`src/rtl/cmp_wb_collector_pkg.sv`:
```
// Shared definitions for the CMP write-back collector.
// Holds the node/record widths, the record layout that flows from the per-node
// FIFOs to the output register, and the address-window test used at capture.
package cmp_wb_collector_pkg;

   localparam int DATA_WIDTH    = 64;
   localparam int ADDR_WIDTH    = 32;
   localparam int NODE_ID_WIDTH = 2;
   localparam int NUM_NODES     = 4;

   // One captured store: which node issued it, where it went, what was written.
   typedef struct packed {
      logic [NODE_ID_WIDTH-1:0] node;
      logic [ADDR_WIDTH-1:0]    addr;
      logic [DATA_WIDTH-1:0]    data;
   } wb_rec_t;

   localparam int REC_WIDTH = $bits(wb_rec_t);

   // Inclusive unsigned window test.
   function automatic logic inWindow(input logic [ADDR_WIDTH-1:0] addr,
                                     input logic [ADDR_WIDTH-1:0] base,
                                     input logic [ADDR_WIDTH-1:0] limit);
      return (addr >= base) && (addr <= limit);
   endfunction

endpackage

```
`src/rtl/cmp_wb_fifo.sv`:
```
// Single-clock synchronous FIFO used once per snooped node.
// Ports:
//   clk, reset        clock and asynchronous active-low reset
//   push_i, wdata_i   enqueue request and data (ignored when full unless popping)
//   pop_i, rdata_o    dequeue request; rdata_o always shows the head entry
//   full_o, empty_o   occupancy flags
//   count_o           number of stored entries (0..DEPTH)
// A push and a pop in the same cycle on a full FIFO both take effect.
module cmp_wb_fifo #(
   parameter int WIDTH = 8,
   parameter int DEPTH = 4
) (
   input  logic                     clk,
   input  logic                     reset,
   input  logic                     push_i,
   input  logic                     pop_i,
   input  logic [WIDTH-1:0]         wdata_i,
   output logic [WIDTH-1:0]         rdata_o,
   output logic                     full_o,
   output logic                     empty_o,
   output logic [$clog2(DEPTH):0]   count_o
);

   localparam int PTR_W = $clog2(DEPTH);
   localparam logic [PTR_W-1:0] PTR_ONE  = PTR_W'(1);
   localparam logic [PTR_W:0]   CNT_ONE  = (PTR_W+1)'(1);
   localparam logic [PTR_W:0]   CNT_FULL = (PTR_W+1)'(DEPTH);

   logic [WIDTH-1:0] mem_q [DEPTH];
   logic [PTR_W-1:0] wrPtr_q, wrPtr_d;
   logic [PTR_W-1:0] rdPtr_q, rdPtr_d;
   logic [PTR_W:0]   count_q, count_d;
   logic             doPush;
   logic             doPop;

   assign full_o  = (count_q == CNT_FULL);
   assign empty_o = (count_q == '0);
   assign count_o = count_q;
   assign rdata_o = mem_q[rdPtr_q];

   // A pop frees the slot the push needs, so a full FIFO still accepts a push
   // when it is being popped in the same cycle.
   assign doPop  = pop_i && !empty_o;
   assign doPush = push_i && (!full_o || doPop);

   always_comb begin
      wrPtr_d = wrPtr_q;
      rdPtr_d = rdPtr_q;
      count_d = count_q;
      if (doPush) begin
         wrPtr_d = wrPtr_q + PTR_ONE;
      end
      if (doPop) begin
         rdPtr_d = rdPtr_q + PTR_ONE;
      end
      if (doPush && !doPop) begin
         count_d = count_q + CNT_ONE;
      end else if (doPop && !doPush) begin
         count_d = count_q - CNT_ONE;
      end
   end

   always_ff @(posedge clk or negedge reset) begin
      if (!reset) begin
         wrPtr_q <= '0;
         rdPtr_q <= '0;
         count_q <= '0;
      end else begin
         wrPtr_q <= wrPtr_d;
         rdPtr_q <= rdPtr_d;
         count_q <= count_d;
      end
   end

   // Storage needs no reset: the pointers decide what is valid.
   always_ff @(posedge clk) begin
      if (doPush) begin
         mem_q[wrPtr_q] <= wdata_i;
      end
   end

endmodule

```
`src/rtl/cmp_wb_collector.sv`:
```
// Non-intrusive write-back collector for a 4-core CMP.
// Snoops each node's data-memory write port, captures stores whose address
// lies in [WIN_BASE, WIN_LIMIT] into a per-node FIFO, and drains the FIFOs
// round-robin into one registered valid/ready record stream.
// Ports:
//   clk, reset                 clock and asynchronous active-low reset
//   nodeN_memEn/_memWrEn       node N memory enable / write enable (N=0..3)
//   nodeN_addr/_d              node N address / store data
//   out_valid/out_ready        record stream handshake
//   out_node/out_addr/out_data record contents
//   ovf                        sticky per-node overflow flags
//   cap_cnt                    saturating count of captured records
module cmp_wb_collector
   import cmp_wb_collector_pkg::*;
#(
   parameter int                    FIFO_DEPTH = 4,
   parameter logic [ADDR_WIDTH-1:0] WIN_BASE   = 32'h0000_C000,
   parameter logic [ADDR_WIDTH-1:0] WIN_LIMIT  = 32'h0000_FFFF
) (
   input  logic                     clk,
   input  logic                     reset,
   input  logic                     node0_memEn,
   input  logic                     node0_memWrEn,
   input  logic [ADDR_WIDTH-1:0]    node0_addr,
   input  logic [DATA_WIDTH-1:0]    node0_d,
   input  logic                     node1_memEn,
   input  logic                     node1_memWrEn,
   input  logic [ADDR_WIDTH-1:0]    node1_addr,
   input  logic [DATA_WIDTH-1:0]    node1_d,
   input  logic                     node2_memEn,
   input  logic                     node2_memWrEn,
   input  logic [ADDR_WIDTH-1:0]    node2_addr,
   input  logic [DATA_WIDTH-1:0]    node2_d,
   input  logic                     node3_memEn,
   input  logic                     node3_memWrEn,
   input  logic [ADDR_WIDTH-1:0]    node3_addr,
   input  logic [DATA_WIDTH-1:0]    node3_d,
   output logic                     out_valid,
   input  logic                     out_ready,
   output logic [NODE_ID_WIDTH-1:0] out_node,
   output logic [ADDR_WIDTH-1:0]    out_addr,
   output logic [DATA_WIDTH-1:0]    out_data,
   output logic [NUM_NODES-1:0]     ovf,
   output logic [15:0]              cap_cnt
);

   localparam int CNT_W = $clog2(FIFO_DEPTH) + 1;

   logic [NUM_NODES-1:0]     memEn;
   logic [NUM_NODES-1:0]     memWrEn;
   logic [ADDR_WIDTH-1:0]    nodeAddr [NUM_NODES];
   logic [DATA_WIDTH-1:0]    nodeData [NUM_NODES];

   logic [NUM_NODES-1:0]     capture;
   logic [NUM_NODES-1:0]     enq;
   logic [NUM_NODES-1:0]     pop;
   logic [NUM_NODES-1:0]     fifoFull;
   logic [NUM_NODES-1:0]     fifoEmpty;
   logic [NUM_NODES-1:0]     unusedCount;
   wb_rec_t                  pushRec  [NUM_NODES];
   wb_rec_t                  headRec  [NUM_NODES];
   logic [CNT_W-1:0]         fifoCount [NUM_NODES];

   logic                     load;
   logic                     grantFound;
   logic [NODE_ID_WIDTH-1:0] grantNode;
   logic [NODE_ID_WIDTH-1:0] searchIdx;
   logic [2:0]               enqSum;
   logic [16:0]              capSum;

   logic                     outValid_q, outValid_d;
   wb_rec_t                  outRec_q,   outRec_d;
   logic [NODE_ID_WIDTH-1:0] rrPtr_q,    rrPtr_d;
   logic [NUM_NODES-1:0]     ovf_q,      ovf_d;
   logic [15:0]              capCnt_q,   capCnt_d;

   assign memEn    = {node3_memEn,   node2_memEn,   node1_memEn,   node0_memEn};
   assign memWrEn  = {node3_memWrEn, node2_memWrEn, node1_memWrEn, node0_memWrEn};
   assign nodeAddr = '{node0_addr, node1_addr, node2_addr, node3_addr};
   assign nodeData = '{node0_d,    node1_d,    node2_d,    node3_d};

   // Per-node capture filter and FIFO. A store only enters when there is room,
   // counting the slot freed by a same-cycle pop of that node.
   for (genvar n = 0; n < NUM_NODES; n++) begin : gNode
      assign capture[n] = memEn[n] && memWrEn[n] && inWindow(nodeAddr[n], WIN_BASE, WIN_LIMIT);
      assign enq[n]     = capture[n] && (!fifoFull[n] || pop[n]);
      assign pop[n]     = load && grantFound && (grantNode == NODE_ID_WIDTH'(n));
      assign pushRec[n] = '{node: NODE_ID_WIDTH'(n), addr: nodeAddr[n], data: nodeData[n]};
      assign unusedCount[n] = ^fifoCount[n];

      cmp_wb_fifo #(
         .WIDTH (REC_WIDTH),
         .DEPTH (FIFO_DEPTH)
      ) uFifo (
         .clk     (clk),
         .reset   (reset),
         .push_i  (enq[n]),
         .pop_i   (pop[n]),
         .wdata_i (pushRec[n]),
         .rdata_o (headRec[n]),
         .full_o  (fifoFull[n]),
         .empty_o (fifoEmpty[n]),
         .count_o (fifoCount[n])
      );
   end

   // Round-robin search: first non-empty FIFO at or above the pointer, wrapping.
   // Uses registered FIFO state only, so same-cycle captures are never granted.
   always_comb begin
      grantFound = 1'b0;
      grantNode  = '0;
      searchIdx  = '0;
      for (int i = 0; i < NUM_NODES; i++) begin
         searchIdx = rrPtr_q + NODE_ID_WIDTH'(i);
         if (!grantFound && !fifoEmpty[searchIdx]) begin
            grantFound = 1'b1;
            grantNode  = searchIdx;
         end
      end
   end

   // Output register refills whenever it is empty or its record is leaving;
   // otherwise the record is held stable under backpressure.
   assign load = !outValid_q || out_ready;

   always_comb begin
      outValid_d = outValid_q;
      outRec_d   = outRec_q;
      rrPtr_d    = rrPtr_q;
      if (load) begin
         if (grantFound) begin
            outValid_d = 1'b1;
            outRec_d   = headRec[grantNode];
            rrPtr_d    = grantNode + NODE_ID_WIDTH'(1);
         end else begin
            outValid_d = 1'b0;
         end
      end
   end

   // Overflow is sticky; capture count adds every accepted record and saturates.
   always_comb begin
      enqSum = '0;
      for (int i = 0; i < NUM_NODES; i++) begin
         enqSum = enqSum + {2'b00, enq[i]};
      end
      capSum   = {1'b0, capCnt_q} + {14'b0, enqSum};
      capCnt_d = capSum[16] ? 16'hFFFF : capSum[15:0];
      ovf_d    = ovf_q | (capture & ~enq);
   end

   always_ff @(posedge clk or negedge reset) begin
      if (!reset) begin
         outValid_q <= 1'b0;
         outRec_q   <= '0;
         rrPtr_q    <= '0;
         ovf_q      <= '0;
         capCnt_q   <= '0;
      end else begin
         outValid_q <= outValid_d;
         outRec_q   <= outRec_d;
         rrPtr_q    <= rrPtr_d;
         ovf_q      <= ovf_d;
         capCnt_q   <= capCnt_d;
      end
   end

   assign out_valid = outValid_q;
   assign out_node  = outRec_q.node;
   assign out_addr  = outRec_q.addr;
   assign out_data  = outRec_q.data;
   assign ovf       = ovf_q;
   assign cap_cnt   = capCnt_q;

endmodule

```
`config.mk`:
```
export PLATFORM = sky130hd
export DESIGN_NAME = cmp_wb_collector
export DESIGN_NICKNAME = d
export VERILOG_FILES = /design/src/rtl/cmp_wb_collector_pkg.sv /design/src/rtl/cmp_wb_fifo.sv /design/src/rtl/cmp_wb_collector.sv
export SDC_FILE = /design/constraint.sdc
export NUM_CORES = 1
export LEC_CHECK = 0
export ABC_CLOCK_PERIOD_IN_PS = 10600
export BUFFER_PORTS_ARGS = -buffer_cell sky130_fd_sc_hd__buf_2
export CAP_MARGIN = 10
export CORE_MARGIN = 2
export CORE_UTILIZATION = 40
export DETAILED_ROUTE_END_ITERATION = 6
export GPL_TIMING_DRIVEN = 0
export SYNTH_ARGS = -nofsm -noshare
export SYNTH_HDL_FRONTEND = slang
export SYNTH_SLANG_ARGS = --single-unit
```
`constraint.sdc`:
```
create_clock -name clk -period 10.6 [get_ports clk]
set_input_delay 1.59 -clock clk [delete_from_list [all_inputs] [get_ports clk]]
set_output_delay 1.59 -clock clk [all_outputs]
set_load 0.02 [all_outputs]
```
==> metrics.md, run 1 <==
| Metric | Value |
|---|---|
| CTS Buf Count | `approximately 180` |
| Placement Cell Area | `around 0.072 mm^2` |
| Filler cell count | `about 14000` |
| Layout cells sized above 1 | `34.7%` |
| Switching share of power | `20.1%` |
| CP dominant cell by count | `fa_1` |
| CTS tree | `done` |
| Final setup violation count | `0` |
| Crit end category | `flip-flop` |
| Post-route ant nets | `0` |
| Internal cell power | `about 11 mW` |
| Busiest grt layer | `met2` |
| VDD IR max | `0.150 mV` |
| Largest net degree at the start of global routing | `89` |
| Die height | `408 um` |
| Met1 usage | `just over 30%` |
| Post-Route WL | `roughly 180000 um` |
| Syn Area/Cell | `21.5 um^2` |
| Row count | `between 100 and 150` |
| Setup TNS | `0 ns` |
| # port buffers | `roughly 510` |
| Commonest non-fill, non-tap cells in the layout | `edfxtp_1 (1536), buf_2 (533), mux4_2 (384)` |
| Area of the core | `about 0.16 mm^2` |
| PD cells | `around 170 mW/mm^2` |
| Hold Path Class | `flip-flop to flip-flop` |
| RSZ-0062 raised after global routing | `no` |
| Seq pwr share | `between 50% and 60%` |
| Io pins | `approximately 510` |
| Worst path required time | `11.35 ns` |
| CP max stage delay | `around 0.92 ns` |
| Final Net Count | `4248` |
| Wire per inst | `between 20 and 30 um` |
| Htree depth | `4` |
| Final Util | `between 40% and 50%` |
| Power after layout | `13.4 mW` |
| MaxCap Viol Count | `0` |
| Distinct cell type count after synthesis | `57` |
| Residual DRC count | `0` |
| Area Overhead vs Synth | `19.2%` |
| Die area | `~0.17 mm^2` |
| Final Hold Fails | `0` |
| CP cell instances | `or3_1, buf_2, nand3_1, o211ai_1, a21oi_1, nor2_1, fa_1, inv_1, fa_1, inv_1, fa_1, and3_1, nand4_1, or3_1, clkbuf_1, nand2_1` |
| Grt met2 use | `34.0%` |
| Die width | `just over 400 um` |
| Setup Skew | `approximately 0.025 ns` |
| Seq/Total Area, Yosys | `about 76%` |
| Worst setup SP type | `flip-flop` |
| Vias in the first global route | `approximately 35000` |
| Worst-Margin Slew | `roughly 1.4 ns` |
| Reg-to-Reg End | `cap_cnt[3]` |
| First-pass iteration count of the detailed router | `6` |
| Critical Path AT | `7.02 ns` |
| Worst-path clk slew | `around 0.06 ns` |
| Post-detail-place hpwl | `roughly 130000 um` |
| Cells after DPL | `~5800` |
| FF-to-FF setup slack | `~4.3 ns` |
| Tot GR Track Use | `between 20% and 30%` |
| Leakage | `25.6 nW` |
| Slew headroom | `between 5 and 6%` |
| Crit Path Class | `flip-flop to flip-flop` |
| Commonest non-fill, non-tap cell in the layout | `edfxtp_1` |
| Post-layout min period | `between 6 and 7 ns` |
| Hold Path Depth | `1` |
| Gate power share | `under 10%` |
| Non-Filler Instances | `6188` |
| Max Clock Freq | `between 150 and 200 MHz` |
| Psw | `about 2.7 mW` |
| Hold EP | `ovf[3]` |
| Critical R2R Launch | `gNode[0].uFifo.count_o[1]` |
| Crit-path slowest cell | `a21oi_1` |
| Async SR Flop Fraction | `8.84%` |
| Post-synth EDFFs | `around 1500` |
| Period utilization | `59.2%` |
| First-pass GRT wire length | `between 200000 and 300000 um` |
| Vias | `between 30000 and 40000` |
| Clock power share | `between 40% and 50%` |
| Number of DRC markers in iteration 0 | `~3900` |
| Mapped Area | `around 0.065 mm^2` |
| Post-synth top flop | `edfxtp_1` |
| Worst Min Path Start | `ovf[3]` |
| Clock Path Buffers | `3` |
| FF-to-FF path depth | `16` |
| Grt ovf | `0` |
| Clock Latency Late Sink | `about 0.83 ns` |
| Root buf cell | `clkbuf_16` |
| Global routing usage on met3 | `around 6.5%` |
| Initial antenna violation count | `130` |
| Initial core utilization | `~40%` |
| Post-Syn Instances | `3038` |
| Outcome | `completed` |
| Worst-path maximum fanout | `10` |
| Clk sinks | `~1700` |
| RePlAce Congestion | `around 0.84` |
| Design Area, Final | `0.0780 mm^2` |
| CTS resizes | `0` |
| Post-Syn Nets | `about 3500` |
| Hold Buf Count CTS | `0` |
| Slew Viols, Final | `0` |
| Yosys warns | `0` |
| Post-CTS Setup Bufs | `0` |
| Via/cell ratio | `approximately 5.6` |
| Yosys reg bits | `roughly 1700` |
[critical path, delay by kind of cell (launching register included)]
family | cells | cell delay (ns)
AO/OA/AOI/OAI | 2 | 1.50
adder cells (fa/ha/maj) | 3 | 1.24
buffers and inverters | 4 | 0.60
flip-flops | 1 | 0.43
AND/OR/NAND/NOR | 7 | 2.42
[routing by layer]
metal / up-vias / share of wire (%)
li1: 14643 / -
met1: 18133 / 42
met2: 1227 / 47
met3: 374 / 8.7
met4: 92 / 2.6
met5: - / 0.30
[state kept, by name, indices dropped and copies added (netlist names)]
| signal | flops |
|---|---|
| rrPtr_q | 2 |
| out_valid | 1 |
| gNode.uFifo.rdPtr_q | 8 |
| out_node | 2 |
| out_addr | 32 |
| ovf | 4 |
| gNode.uFifo.mem_q | 1536 |
| gNode.uFifo.count_o | 12 |
| out_data | 64 |
| cap_cnt | 16 |
| gNode.uFifo.wrPtr_q | 8 |
[cell type report]
type                            count  area (um^2)  area share (%)
Sequential cell                  1685        49900            63.9
Multi-Input combinational cell   1121        14700            18.9
Clock buffer                      244         4800            6.16
Timing Repair Buffer              608         4040            5.18
Tap cell                         2175         2720            3.49
Buffer                            211          852            1.09
Clock inverter                     78          816            1.05
Antenna cell                       45          113           0.144
Inverter                           21         78.8           0.101
[synth_stat cells (4+ instances only)]
library cell | number | area share (%)
edfxtp_1 | 1536 | 71
mux4_2 | 384 | 13
clkbuf_1 | 162 | 0.93
dfrtp_1 | 149 | 5.7
nand4_1 | 107 | 1.0
a221o_1 | 96 | 1.5
o31ai_1 | 96 | 1.1
mux2_2 | 91 | 1.6
a211oi_1 | 87 | 1.0
nand2_1 | 32 | 0.18
nor2_1 | 28 | 0.16
buf_1 | 23 | 0.13
ha_1 | 23 | 0.44
buf_2 | 21 | 0.16
inv_1 | 19 | 0.11
xnor2_1 | 18 | 0.24
a21oi_1 | 16 | 0.12
nand3_1 | 16 | 0.12
xor2_1 | 14 | 0.19
mux2_1 | 12 | 0.21
nor4_1 | 11 | 0.11
and2_1 | 9 | 0.086
nor4b_1 | 9 | 0.12
fa_1 | 7 | 0.21
nor3_1 | 6 | 0.046
and3_1 | 5 | 0.048
nor3b_1 | 5 | 0.057
or3_1 | 5 | 0.048
a21o_1 | 4 | 0.046
buf_6 | 4 | 0.069
nand2b_1 | 4 | 0.038
[kinds of logic (layout without fill, tap and decap cells)]
group                      count (synthesis)  in the layout  synth area share, %
AOI/OAI and AO/OA                        326            326                 4.10
xor gates and xnor gates                  32             32                0.429
adders and majority gates                 30             30                0.654
buffers and inverters                    232           1162                 1.42
DFF                                     1685           1685                 76.2
muxes                                    490            490                 15.0
other                                      0             45                    0
and+or+nand+nor                          243            243                 2.11
[stage by stage]
step                      hold slack, ns  setup WS (ns)
after floorplan                    0.467         0.0477
after global placement             0.434          -9.96
after detailed placement           0.441           3.96
after CTS                          0.456           4.20
after global routing               0.474           3.87
final                              0.453           4.33
[power by group through the flow]
stage,registers (mW),clock network [mW],logic (mW)
2_1_floorplan,7.41,0,0.0144
5_1_grt,7.26,6.35,0.213
3_3_place_gp,7.40,0,0.182
4_1_cts,7.26,6.09,0.195
3_5_place_dp,7.40,0,0.195
6_report,7.26,5.97,0.194
[how the worst max path moves through the flow]
stage | slack (ns) | endpoint | cells past startpoint | from
3_5_place_dp | 3.96 | cap_cnt[5] | 17 | out_ready
2_1_floorplan | 0.05 | gNode[0].uFifo.mem_q[3][0] | 6 | out_ready
5_1_grt | 3.87 | cap_cnt[10] | 16 | gNode[0].uFifo.count_o[1]
3_3_place_gp | -9.96 | gNode[0].uFifo.mem_q[3][23] | 7 | out_ready
6_report | 4.33 | cap_cnt[3] | 16 | gNode[0].uFifo.count_o[1]
4_1_cts | 4.20 | cap_cnt[13] | 16 | gNode[0].uFifo.count_o[1]
Power figures use the tool's default switching activity.
==> inputs of run 2 (changes only) <==
- ABC_CLOCK_PERIOD_IN_PS: 10600 -> 6300
- clock period: 10.6 -> 6.3 ns (I/O delays scaled with it)
==> run 2 against run 1 <==
  * Sequential share of layout area fell by 0.19 points
  * Cell count is 0.19% higher
  * Non-clock buffer count decreased by 3
  * Register-to-register slack worse by 4.0 ns
  * Cell area up 0.29%
  * Utilization up 0.14 points
  * Clock power up 71%
  * Routed wire length up 1.6%
  * Combinational power is 70% higher
  * Largest cell class unchanged
  * Highest routed layer unchanged
==> metrics.md, run 2 (same netlist as run 1, synthesis figures left out) <==
| Metric | Value |
|---|---|
| Final setup violation count | `0 (unchanged)` |
| Outcome | `completed` |
| Final Hold Fails | `0 (unchanged)` |
| Slew headroom | `18.2% (+13 points)` |
| Row count | `148 (unchanged)` |
| CTS Buf Count | `177 (+1.1%)` |
| Cells after DPL | `5817 (-0.034%)` |
| Worst-path clk slew | `0.06 ns (about the same)` |
| Post-route setup slack | `0.342 ns (-3.98 ns)` |
| Final Net Count | `4247 (-0.024%)` |
| Placement Cell Area | `0.0723 mm^2 (+0.10%)` |
| Die height | `408 um (unchanged)` |
| Tot GR Track Use | `22.3% (+0.25 points)` |
| FF-to-FF path depth | `20 (+4)` |
| First-pass GRT wire length | `261000 um (+0.55%)` |
| Design Area, Final | `0.0782 mm^2 (+0.29%)` |
| Non-Filler Instances | `6200 (+0.19%)` |
| Worst-Margin Slew | `1.23 ns (-0.187 ns)` |
| RePlAce Congestion | `0.829 (-1.0%)` |
| CTS tree | `done` |
| Setup Skew | `0.0351 ns (+0.0100 ns)` |
| Commonest non-fill, non-tap cell in the layout | `edfxtp_1` |
| Slew Viols, Final | `0 (unchanged)` |
| Post-layout min period | `5.96 ns (-0.316 ns)` |
| Htree depth | `4 (unchanged)` |
| Filler cell count | `13583 (-0.33%)` |
| Area of the core | `0.163 mm^2 (unchanged)` |
| Io pins | `514 (unchanged)` |
| Largest register FFs | `1536 (unchanged)` |
| Area Overhead vs Synth | `19.6%` |
| Worst-path maximum fanout | `10 (unchanged)` |
| VDD IR max | `0.253 mV (+69%)` |
| Clk sinks | `1685 (unchanged)` |
| Hold Path Class | `primary input to async pin` |
| Residual DRC count | `0 (unchanged)` |
| Layout cells sized above 1 | `35.4% (+0.68 points)` |
| Clock Latency Late Sink | `0.83 ns (about the same)` |
| Die width | `408 um (unchanged)` |
| Vias | `34878 (+1.2%)` |
| Leakage | `25.7 nW (+0.44%)` |
| Grt ovf | `0 (unchanged)` |
| PD cells | `291 mW/mm^2 (+69%)` |
| Via/cell ratio | `5.63 (+0.99%)` |
| Post-Route WL | `188000 um (+1.6%)` |
| Switching share of power | `20.4% (+0.31 points)` |
| Gate power share | `1.4% (about the same)` |
| Largest net degree at the start of global routing | `106 (+19%)` |
| Die area | `0.167 mm^2 (unchanged)` |
| Internal cell power | `18.1 mW (+69%)` |
| Seq pwr share | `53.6% (-0.5 points)` |
| Max Clock Freq | `168 MHz (+5.3%)` |
| Crit Path Class | `flip-flop to flip-flop` |
| Crit end category | `flip-flop` |
| Clock Path Buffers | `3 (unchanged)` |
| Reg with most FFs | `gNode.uFifo.mem_q` |
| Post-route ant nets | `0 (unchanged)` |
| MaxCap Viol Count | `0 (unchanged)` |
| Worst hold slack | `0.0264 ns (-0.426 ns)` |
| First-pass iteration count of the detailed router | `6 (unchanged)` |
| Psw | `4.65 mW (+72%)` |
| Worst setup SP type | `flip-flop` |
| CP max stage delay | `0.53 ns (-0.39 ns)` |
| Crit-path slowest cell | `nor4_1` |
| Number of DRC markers in iteration 0 | `3905 (+0.93%)` |
| Worst path required time | `7.05 ns (-4.30 ns)` |
| Period utilization | `94.6% (+35 points)` |
| Wire per inst | `30.3 um (+1.4%)` |
| Clock power share | `44.9% (+0.4 points)` |
| Vias in the first global route | `34669 (+0.42%)` |
| Critical Path AT | `6.71 ns (-0.31 ns)` |
| Pre-CTS setup slack | `-0.126 ns (-4.09 ns)` |
| CP cell instances | `buf_2, nor4_1, a211o_1, buf_2, nand3_2, inv_2, buf_6, buf_6, ha_1, a21oi_1, nor3_4, inv_1, fa_1, inv_1, fa_1, and3_1, nand4_1, or3_1, clkbuf_1, nand2_1` |
| Post-detail-place hpwl | `136000 um (+0.61%)` |
| Initial antenna violation count | `140 (+7.7%)` |
| Initial core utilization | `40.2% (unchanged)` |
| Root buf cell | `clkbuf_16` |
| RSZ-0062 raised after global routing | `no` |
| Commonest non-fill, non-tap cells in the layout | `edfxtp_1 (1536), buf_2 (533), mux4_2 (384)` |
| # port buffers | `513 (unchanged)` |
==> run 2: cell count changes in the layout (fill, tap and decap cells not counted), sizes merged <==
cell | before | now
clkinv | 59 | 78
buf | 655 | 654
clkbuf | 408 | 386
bufinv | 9 | 11
diode | 45 | 49
clkinvlp | 5 | 11
inv | 26 | 30
==> run 2: stage by stage <==
stage | total power, mW | utilization [%] | setup TNS [ns]
after CTS | 23.0 | 48.0 | 0
after global routing | 23.5 | 48.1 | 0
after detailed placement | 12.8 | 44.5 | -1.14
after global placement | 12.8 | 43.5 | -7595.56
after floorplan | 12.5 | - | -1260.82
final | 22.8 | 48.1 | 0
==> run 2: critical path, delay by kind of cell, from the launching register on <==
| family | cells | cell delay (ns) |
|---|---|---|
| compound gates | 2 | 0.40 |
| fa+ha+maj | 3 | 0.94 |
| buf+inv | 8 | 1.87 |
| flops | 1 | 0.35 |
| simple gates | 7 | 2.29 |
==> run 2: worst paths after layout <==
kind / slack [ns] / to / startpoint
min: 0.03 / ovf[1] / reset
max: 0.34 / cap_cnt[11] / rrPtr_q[1]
max in group asynchronous: 5.26 / out_data[32] / reset
min in group clk: 0.33 / gNode[3].uFifo.mem_q[3][1] / node3_d[1]
max reg2reg: 0.34 / cap_cnt[11] / rrPtr_q[1]
min reg2reg: 0.46 / ovf[0] / ovf[0]
==> run 2: power groups by stage <==
stage / Combinational [mW] / Sequential [mW] / Clock, mW
after floorplan: 0.0242 / 12.5 / 0
after CTS: 0.332 / 12.2 / 10.4
after global routing: 0.364 / 12.2 / 10.9
after global placement: 0.308 / 12.5 / 0
after detailed placement: 0.332 / 12.5 / 0
final: 0.330 / 12.2 / 10.2
==> run 2: repair_timing <==
action,in CTS,in global routing
hold buffers,0,0
resized for setup,2,2
buffers inserted,0,0
endpoints found under the setup margin,10,10
endpoints found under the hold margin,0,0
==> run 2: area by class of cell <==
cell class	count	area (um^2)	share of cell area [%]
plain buffers	211	852	1.09
inverters	21	78.8	0.101
repair buffers	605	4100	5.24
well taps	2175	2720	3.48
clock inverters	109	1000	1.28
diodes	49	123	0.157
flip-flops and latches	1685	49900	63.7
multi-input cells	1121	14700	18.8
clock buffers	224	4740	6.06
==> run 2: per-layer routing <==
| metal | global-route usage (%) | wire length, um |
|---|---|---|
| met1 | 29.7 | 76100 |
| met2 | 33.2 | 85400 |
| met3 | 8.71 | 19700 |
| met4 | 8.18 | 6150 |
| met5 | 0 | 681 |
